<file path="src/rtl/iq_stream_framer.sv">
// rtl/iq_stream_framer.sv - frames a snapshot of packed I/Q samples into a UART byte stream
// Optional trailing checksum byte: define IQ_STREAM_FRAMER_CHECKSUM_EN.
module iq_stream_framer #(
    parameter int          N_CH         = 2,
    parameter int          SAMPLE_WIDTH = 16,
    parameter logic [7:0]  FRAME_ID     = 8'h01
) (
    input  logic                           i_clk,
    input  logic                           i_rst_n,
    input  logic                           i_en,
    input  logic                           i_dclk,
    input  logic [N_CH*2*SAMPLE_WIDTH-1:0] i_data,
    input  logic                           i_tx_busy,
    output logic                           o_tx_start,
    output logic [7:0]                     o_tx_byte,
    output logic                           o_busy,
    output logic [7:0]                     o_drop_cnt
);

    localparam int DW = N_CH * 2 * SAMPLE_WIDTH;
    localparam int NB = DW / 8;
    localparam int IW = (NB > 1) ? $clog2(NB) : 1;

    typedef enum logic [2:0] {
        S_IDLE,
        S_SOF,
        S_ID,
        S_SEQ,
        S_PAYLOAD
`ifdef IQ_STREAM_FRAMER_CHECKSUM_EN
        , S_CSUM
`endif
    } state_t;

    typedef enum logic [1:0] {
        P_ISSUE,
        P_WAIT_HI,
        P_WAIT_LO
    } phase_t;

    state_t          state;
    state_t          state_nxt;
    phase_t          phase;
    phase_t          phase_nxt;
    logic            dclk_q;
    logic            armed;
    logic [7:0]      seq;
    logic [IW-1:0]   pidx;
    logic [DW-1:0]   snapshot;
    logic [7:0]      drop_cnt;
    logic [7:0]      byte_mux;
    logic            frame_done;
    logic            request;
    logic            advance;
    logic            last_payload;
`ifdef IQ_STREAM_FRAMER_CHECKSUM_EN
    logic [7:0]      acc;
`endif

    // armed stays low after reset until i_dclk is seen low, so a level already high at release is not an edge
    assign request      = i_dclk && !dclk_q && i_en && armed;
    assign advance      = (phase == P_WAIT_LO) && !i_tx_busy;
    assign last_payload = (pidx == IW'(NB - 1));

    assign o_tx_start = (state != S_IDLE) && (phase == P_ISSUE);
    assign o_tx_byte  = byte_mux;
    assign o_busy     = (state != S_IDLE);
    assign o_drop_cnt = drop_cnt;

    always_comb begin
        state_nxt  = state;
        phase_nxt  = phase;
        byte_mux   = 8'h00;
        frame_done = 1'b0;

        case (phase)
            P_ISSUE:   phase_nxt = P_WAIT_HI;
            P_WAIT_HI: if (i_tx_busy)  phase_nxt = P_WAIT_LO;
            P_WAIT_LO: if (!i_tx_busy) phase_nxt = P_ISSUE;
            default:   phase_nxt = P_ISSUE;
        endcase

        case (state)
            S_IDLE: begin
                phase_nxt = P_ISSUE;
                if (request) state_nxt = S_SOF;
            end
            S_SOF: begin
                byte_mux = 8'hAA;
                if (advance) state_nxt = S_ID;
            end
            S_ID: begin
                byte_mux = FRAME_ID;
                if (advance) state_nxt = S_SEQ;
            end
            S_SEQ: begin
                byte_mux = seq;
                if (advance) state_nxt = S_PAYLOAD;
            end
            S_PAYLOAD: begin
                // snapshot shifts left per byte, so the current byte is always at the top
                byte_mux = snapshot[DW-1 -: 8];
                if (advance && last_payload) begin
`ifdef IQ_STREAM_FRAMER_CHECKSUM_EN
                    state_nxt = S_CSUM;
`else
                    state_nxt  = S_IDLE;
                    frame_done = 1'b1;
`endif
                end
            end
`ifdef IQ_STREAM_FRAMER_CHECKSUM_EN
            S_CSUM: begin
                byte_mux = 8'h00 - acc;
                if (advance) begin
                    state_nxt  = S_IDLE;
                    frame_done = 1'b1;
                end
            end
`endif
            default: state_nxt = S_IDLE;
        endcase
    end

    always_ff @(posedge i_clk or negedge i_rst_n) begin
        if (!i_rst_n) begin
            state    <= S_IDLE;
            phase    <= P_ISSUE;
            dclk_q   <= 1'b0;
            armed    <= 1'b0;
            seq      <= 8'h00;
            pidx     <= '0;
            snapshot <= '0;
            drop_cnt <= 8'h00;
`ifdef IQ_STREAM_FRAMER_CHECKSUM_EN
            acc      <= 8'h00;
`endif
        end else begin
            state  <= state_nxt;
            phase  <= phase_nxt;
            dclk_q <= i_dclk;
            if (!i_dclk) armed <= 1'b1;

            if (request && state == S_IDLE) begin
                snapshot <= i_data;
`ifdef IQ_STREAM_FRAMER_CHECKSUM_EN
                acc      <= 8'h00;
`endif
            end

            if (request && state != S_IDLE && drop_cnt != 8'hFF)
                drop_cnt <= drop_cnt + 8'd1;

            if (state == S_SEQ && advance)
                pidx <= '0;

            if (state == S_PAYLOAD && advance) begin
                snapshot <= snapshot << 8;
                if (!last_payload) pidx <= pidx + IW'(1);
            end

`ifdef IQ_STREAM_FRAMER_CHECKSUM_EN
            if (phase == P_ISSUE && (state == S_ID || state == S_SEQ || state == S_PAYLOAD))
                acc <= acc + byte_mux;
`endif

            if (frame_done) seq <= seq + 8'd1;
        end
    end

endmodule

</file>
<file path="config.mk">
export PLATFORM = sky130hd
export DESIGN_NAME = iq_stream_framer
export DESIGN_NICKNAME = d
export VERILOG_FILES = /design/src/rtl/iq_stream_framer.sv
export SDC_FILE = /design/constraint.sdc
export NUM_CORES = 1
export LEC_CHECK = 0
export ABC_AREA = 1
export BUFFER_PORTS_ARGS = -buffer_cell sky130_fd_sc_hd__buf_2
export CORE_MARGIN = 10
export CORE_UTILIZATION = 29
export DETAILED_ROUTE_END_ITERATION = 12
export GPL_TIMING_DRIVEN = 0
export PLACE_DENSITY = 0.6
export SETUP_SLACK_MARGIN = 0.2
export SLEW_MARGIN = 20
export SYNTH_ARGS = -nofsm -noshare
export SYNTH_HDL_FRONTEND = slang
export SYNTH_SLANG_ARGS = --single-unit
</file>
<file path="constraint.sdc">
create_clock -name i_clk -period 1.4 [get_ports i_clk]
set_clock_uncertainty 0.2 [all_clocks]
set_input_delay 0.07 -clock i_clk [delete_from_list [all_inputs] [get_ports i_clk]]
set_output_delay 0.07 -clock i_clk [all_outputs]
set_load 0.02 [all_outputs]
</file>
Yosys cells after proc, flatten, opt, wreduce, memory -nomap -nowiden. Index checks and enable logic that the tools add are counted.

Output and inout port bits: 18. Input bits: 69. Word-level logic and storage cells: 63. Register bits after elaboration: 90.

Equality and inequality tests: 15. Add/sub/neg operators: 3. Reduce and logical (&&, ||, !) cells: 19. Mux-type cells: 18.

Operators by type and width (number): $mux W64 (2); $pmux W8 S4 (1); $mux W3 (8); $add A8 B1 Y8 const B (2); $pmux W3 S5 (1); $logic_and A1 B1 Y1 (11); $ne A2 B2 Y1 const B (5); $ne A8 B8 Y1 const B (1); $eq A3 B2 Y1 const B (2); $eq A3 B3 Y1 const B (2); $mux W2 (3); $pmux W2 S3 (1); $reduce_and A5 Y1 (1); $add A3 B1 Y3 const B (1); $eq A3 B1 Y1 const B (1); $logic_not A3 Y1 (1); $ne A3 B2 Y1 const B (1); $ne A3 B3 Y1 const B (1); $reduce_bool A3 Y1 (1); $eq A2 B1 Y1 const B (1); $eq A2 B2 Y1 const B (1); $logic_not A1 Y1 (2); $logic_not A2 Y1 (1); $mux W1 (2); other kinds (2) (2).

Depth between registers and ports, before layout.
Word-level depth: 7. Depth in mapped cells: 9.

Worst setup path before layout. Ideal clock, no wire load.

Kind: reg-to-reg. Start: reg state[1]. End: reg snapshot[47]. Setup slack: -0.236 ns. Path buffers: 1. Cell stages (with the launch flop): 8. Period minus slack after synthesis: 1.636 ns. Arrival: 1.320 ns. Cells stage by stage: dfrtp_1 nor2_2 nand2_1 nor2_4 buf_4 nand2_1 nand2_1 nor2_1.

Cells in the longest elaborated chain, start to end: 3. Elaborated cells on any way between the ends: 6.

Ends and longest elaborated chain: start: declaration (RTL line 41) `state_t state;`; start signal: assignment (RTL line 139) `state <= state_nxt;`; $eq A3 B3 Y1 or $logic_not A3 Y1 (tied branches) (RTL line 157, 144); $logic_and A1 B1 Y1, on equally long branches (RTL line 157, 144); $mux W64 or $reduce_bool A2 Y1 (tied branches); end signal: assignment (RTL line 145) `snapshot <= i_data;`; end signal: assignment (RTL line 158) `snapshot <= snapshot << 8;`; end: declaration (RTL line 49) `logic [DW-1:0] snapshot;`.

Parallel ways exist; a longest one is shown, timed or not. A chain may end at the register's enable or synchronous reset.

Final worst setup path.
Start: reg state[0]. End: out o_tx_byte[0].

Cells in the longest elaborated chain, start to end: 2. Elaborated cells on any way between the ends: 5.

Ends and longest elaborated chain: $eq A3 B3 Y1, or another cell as far along (RTL line 83) `case (state)`; $pmux W8 S4 (*) (RTL line 83); end: declaration (RTL line 15) `output logic [7:0] o_tx_byte,`.

Every way passes the cells marked *; elsewhere a longest branch is shown, timed or not.

==> impl_results.md <==
- Internal: 7.44 mW
- Final Hold Viols: 28
- RSZ-0062 raised after global routing: yes
- Avg Vias per Cell: 4.44
- Crit-path most repeated cell: buf_4
- Synth Area in XOR/XNOR: 1.13%
- Ranking of synthesized cells by area: dfrtp_1 (48%), nand2_1 (12%), nor2_1 (9.4%), nand3b_1 (7.4%), o21ai_0 (5.3%)
- Core Box Area: 0.0158 mm²
- Vias in the first global route: 4641
- Simple-gate area share of the yosys netlist: 34.1%
- DR iter-0 viols: 183
- CTS root buf: clkbuf_16
- Sequential area share after synthesis: 48.4%
- Post-synthesis compound-gate area fraction: 7.53%
- CTS Buffer Depth: 2
- Worst VDD drop: 0.000777 V
- Clock power frac: 22.1%
- Die Wd: 147 µm
- Post-synthesis instance total: 592
- Via count: 4546
- Post-synth EDFFs: 0
- First-pass GRT wire length: 23.7 mm
- CTS clk-pin slew, worst paths: 60 ps
- Syn nets: 665
- Net Sw Power: 3.85 mW
- Tmin final: 1830 ps
- Setup_tns: -28530 ps
- Worst path slowest cell: dfrtp_2
- # DRC: 0
- Mux cell area share after synthesis: 0%
- Logic depth of the worst path, buffers included: 5
- Metal-1 WL: 6.83 mm
- Clock sinks: 90
- Initial Util: 29.4%
- GP Congestion: 0.778
- WL met3: 609 µm
- Crit path arrival time: 1560 ps
- Max-slew violation count: 0
- DP HPWL: 9.41 mm
- Die Area: 0.0215 mm²
- I/O Buffers: 86
- Critical path peak fanout: 3
- Top Layer Used: met4
- Power Total: 11.3 mW
- Hold crit path type: in2async
- Initial antenna violation count: 0
- Pwr dens: 1550 mW/mm²
- Worst rel slew slack: 76.9%
- Largest family of logic cells by synthesized area: simple AND/OR/NAND/NOR gates
- Num CTS Buffers: 9
- Worst-case reg-to-reg path depth: 10
- Distinct cells, synth: 26
- Antenna Nets Post-Route: 0
- CP required: 1130 ps
- Crit-path cells: buf_4 > nor2_1 > nand2_1 > o211ai_1 > buf_4
- Async set-or-reset flop fraction in the synthesized netlist: 100%
- DP Worst Slack: -454 ps
- Worst reg2reg path endpoint: snapshot[23]$_DFFE_PN0P_
- Finished layout cell area: 0.00728 mm²
- Final worst slack: -433 ps
- Crit. End Element: output pin
- Ys flop type: dfrtp_1
- Commonest cells post-synth: nand2_1 (153), nor2_1 (116), dfrtp_1 (90)
- Synthesized cell area: 0.00465 mm²
- CP max stage delay: 420 ps
- Status: finished, violations left
- Largest net degree at the start of global routing: 63
- GRT overflow: 0
- Tot GR Track Use: 13.5%
- Bufs and invs on worst path: 2
- Worst-Margin Slew: 347 ps
- Instance area at placement: 0.00549 mm²
- Yosys reg bits: 90
- Maximum clock rate: 0.545 GHz
- Synth Area in Adders: 1.08%
- Nets: 877
- Setup Viol. Count Final: 97
- FP Rows: 46
- Setup crit start: state[0]$_DFFE_PN0P_
- Clock latency on the worst-skew pair: 340 ps
- Layout cell share with drive strength beyond 1: 28.1%
- CP Launch Type: register
- Most frequent cell after synthesis: nand2_1
- First-pass DRT Iterations: 4
- Antenna cells: 0
- CTS tree: done
- Reg2reg start: state[0]$_DFFE_PN0P_
- CP delay by family, top: flip-flops
- R2R Setup Slk: -380 ps
- Comb pwr share: 39.9%
- Wire length per cell: 14.1 µm
- Critical path type: reg2out
- Routed wl met2: 6.87 mm
- Failing checks: hold timing, setup timing
- Die height: 147 µm
- Switching Share: 34.1%
- Synthesis Warnings: 0
- Top Ports: 87
- Max_cap viols: 0
- Leak: 3.45 nW
- Synthesis-to-layout area growth: 56.5%
- Post-synth top area share: 48.4%
- Hold-fix buffers, CTS: 67
- Fin Hold WS: -35.2 ps
- Htree depth: 3
- Flop pwr share: 38.0%
- Final WL: 14.4 mm
- Crit share post-route: 131%
- Avg Cell Area, Syn: 7.85 µm²
- Area leader, netlist: dfrtp_1
layout make-up:
| type | count | area, µm² |
|---|---|---|
| fillers | 1521 | 8550 |
| clock buffers | 11 | 253 |
| flip-flops and latches | 90 | 2260 |
| multi-input cells | 430 | 2230 |
| plain buffers | 24 | 303 |
| inverters | 50 | 198 |
| well taps | 216 | 270 |
| repair buffers | 199 | 1700 |
| clock inverters | 4 | 51.3 |
worst max path at each step:
stage                                           end  slack (ps)
after floorplan                        o_tx_byte[0]        -100
after global placement    o_drop_cnt[1]$_DFFE_PN0P_       -1070
after detailed placement   snapshot[25]$_DFFE_PN0P_        -450
after CTS                              o_tx_byte[0]        -440
after global routing                   o_tx_byte[0]        -490
final                                  o_tx_byte[0]        -430
logic make-up (layout without fill, tap and decap cells):
group,after synthesis,count (layout)
flip-flops,90,90
adder cells (fa/ha/maj),4,4
buffers and inverters,74,288
AND/OR/NAND/NOR,351,353
XOR/XNOR,6,6
AO/OA/AOI/OAI,67,67
registers in the layout, indices dropped and copies added (netlist names):
signal / flops
phase: 2
state: 3
snapshot: 64
o_drop_cnt: 8
armed: 1
seq: 8
pidx: 3
dclk_q: 1
cell usage in the layout (no fill, tap or decap), types with 31 or more instances in the layout:
| master | instances |
|---|---|
| nor2_1 | 114 |
| nand2_1 | 139 |
| dfrtp_1 | 80 |
| nand3b_1 | 46 |
| inv_1 | 44 |
| buf_4 | 31 |
| buf_6 | 31 |
| dlygate4sd3_1 | 67 |
| buf_2 | 71 |
| o21ai_1 | 41 |
per-layer routing:
metal  up-vias  global-route usage (%)
met1      2125                    17.8
met5         -                       0
met4         0                    2.70
met3         8                    3.77
li1       2323                       -
met2        90                    21.5
what timing repair did:
action                                 in CTS  in global routing
endpoints found under the hold margin     159                  3
pin swaps                                  10                  7
setup endpoints to repair                 105                106
gates resized for setup                   109                 37
cloned                                      8                  1
buffers inserted                           25                 13
power groups by stage:
stage | clock [mW] | sequential [mW] | combinational [mW]
finish | 2.50 | 4.29 | 4.50
detailed placement | 0 | 4.31 | 2.90
CTS | 2.58 | 4.26 | 4.19
global placement | 0 | 4.28 | 2.85
floorplan | 0 | 4.17 | 2.11
global route | 2.66 | 4.39 | 4.95
metrics by stage:
step	util, %	instances
2_1_floorplan	-	592
3_3_place_gp	34.4	894
3_5_place_dp	34.7	895
4_1_cts	44.5	1010
5_1_grt	46.0	1024
6_report	46.0	1024
Note: power is estimated with default switching activity, not from simulation.
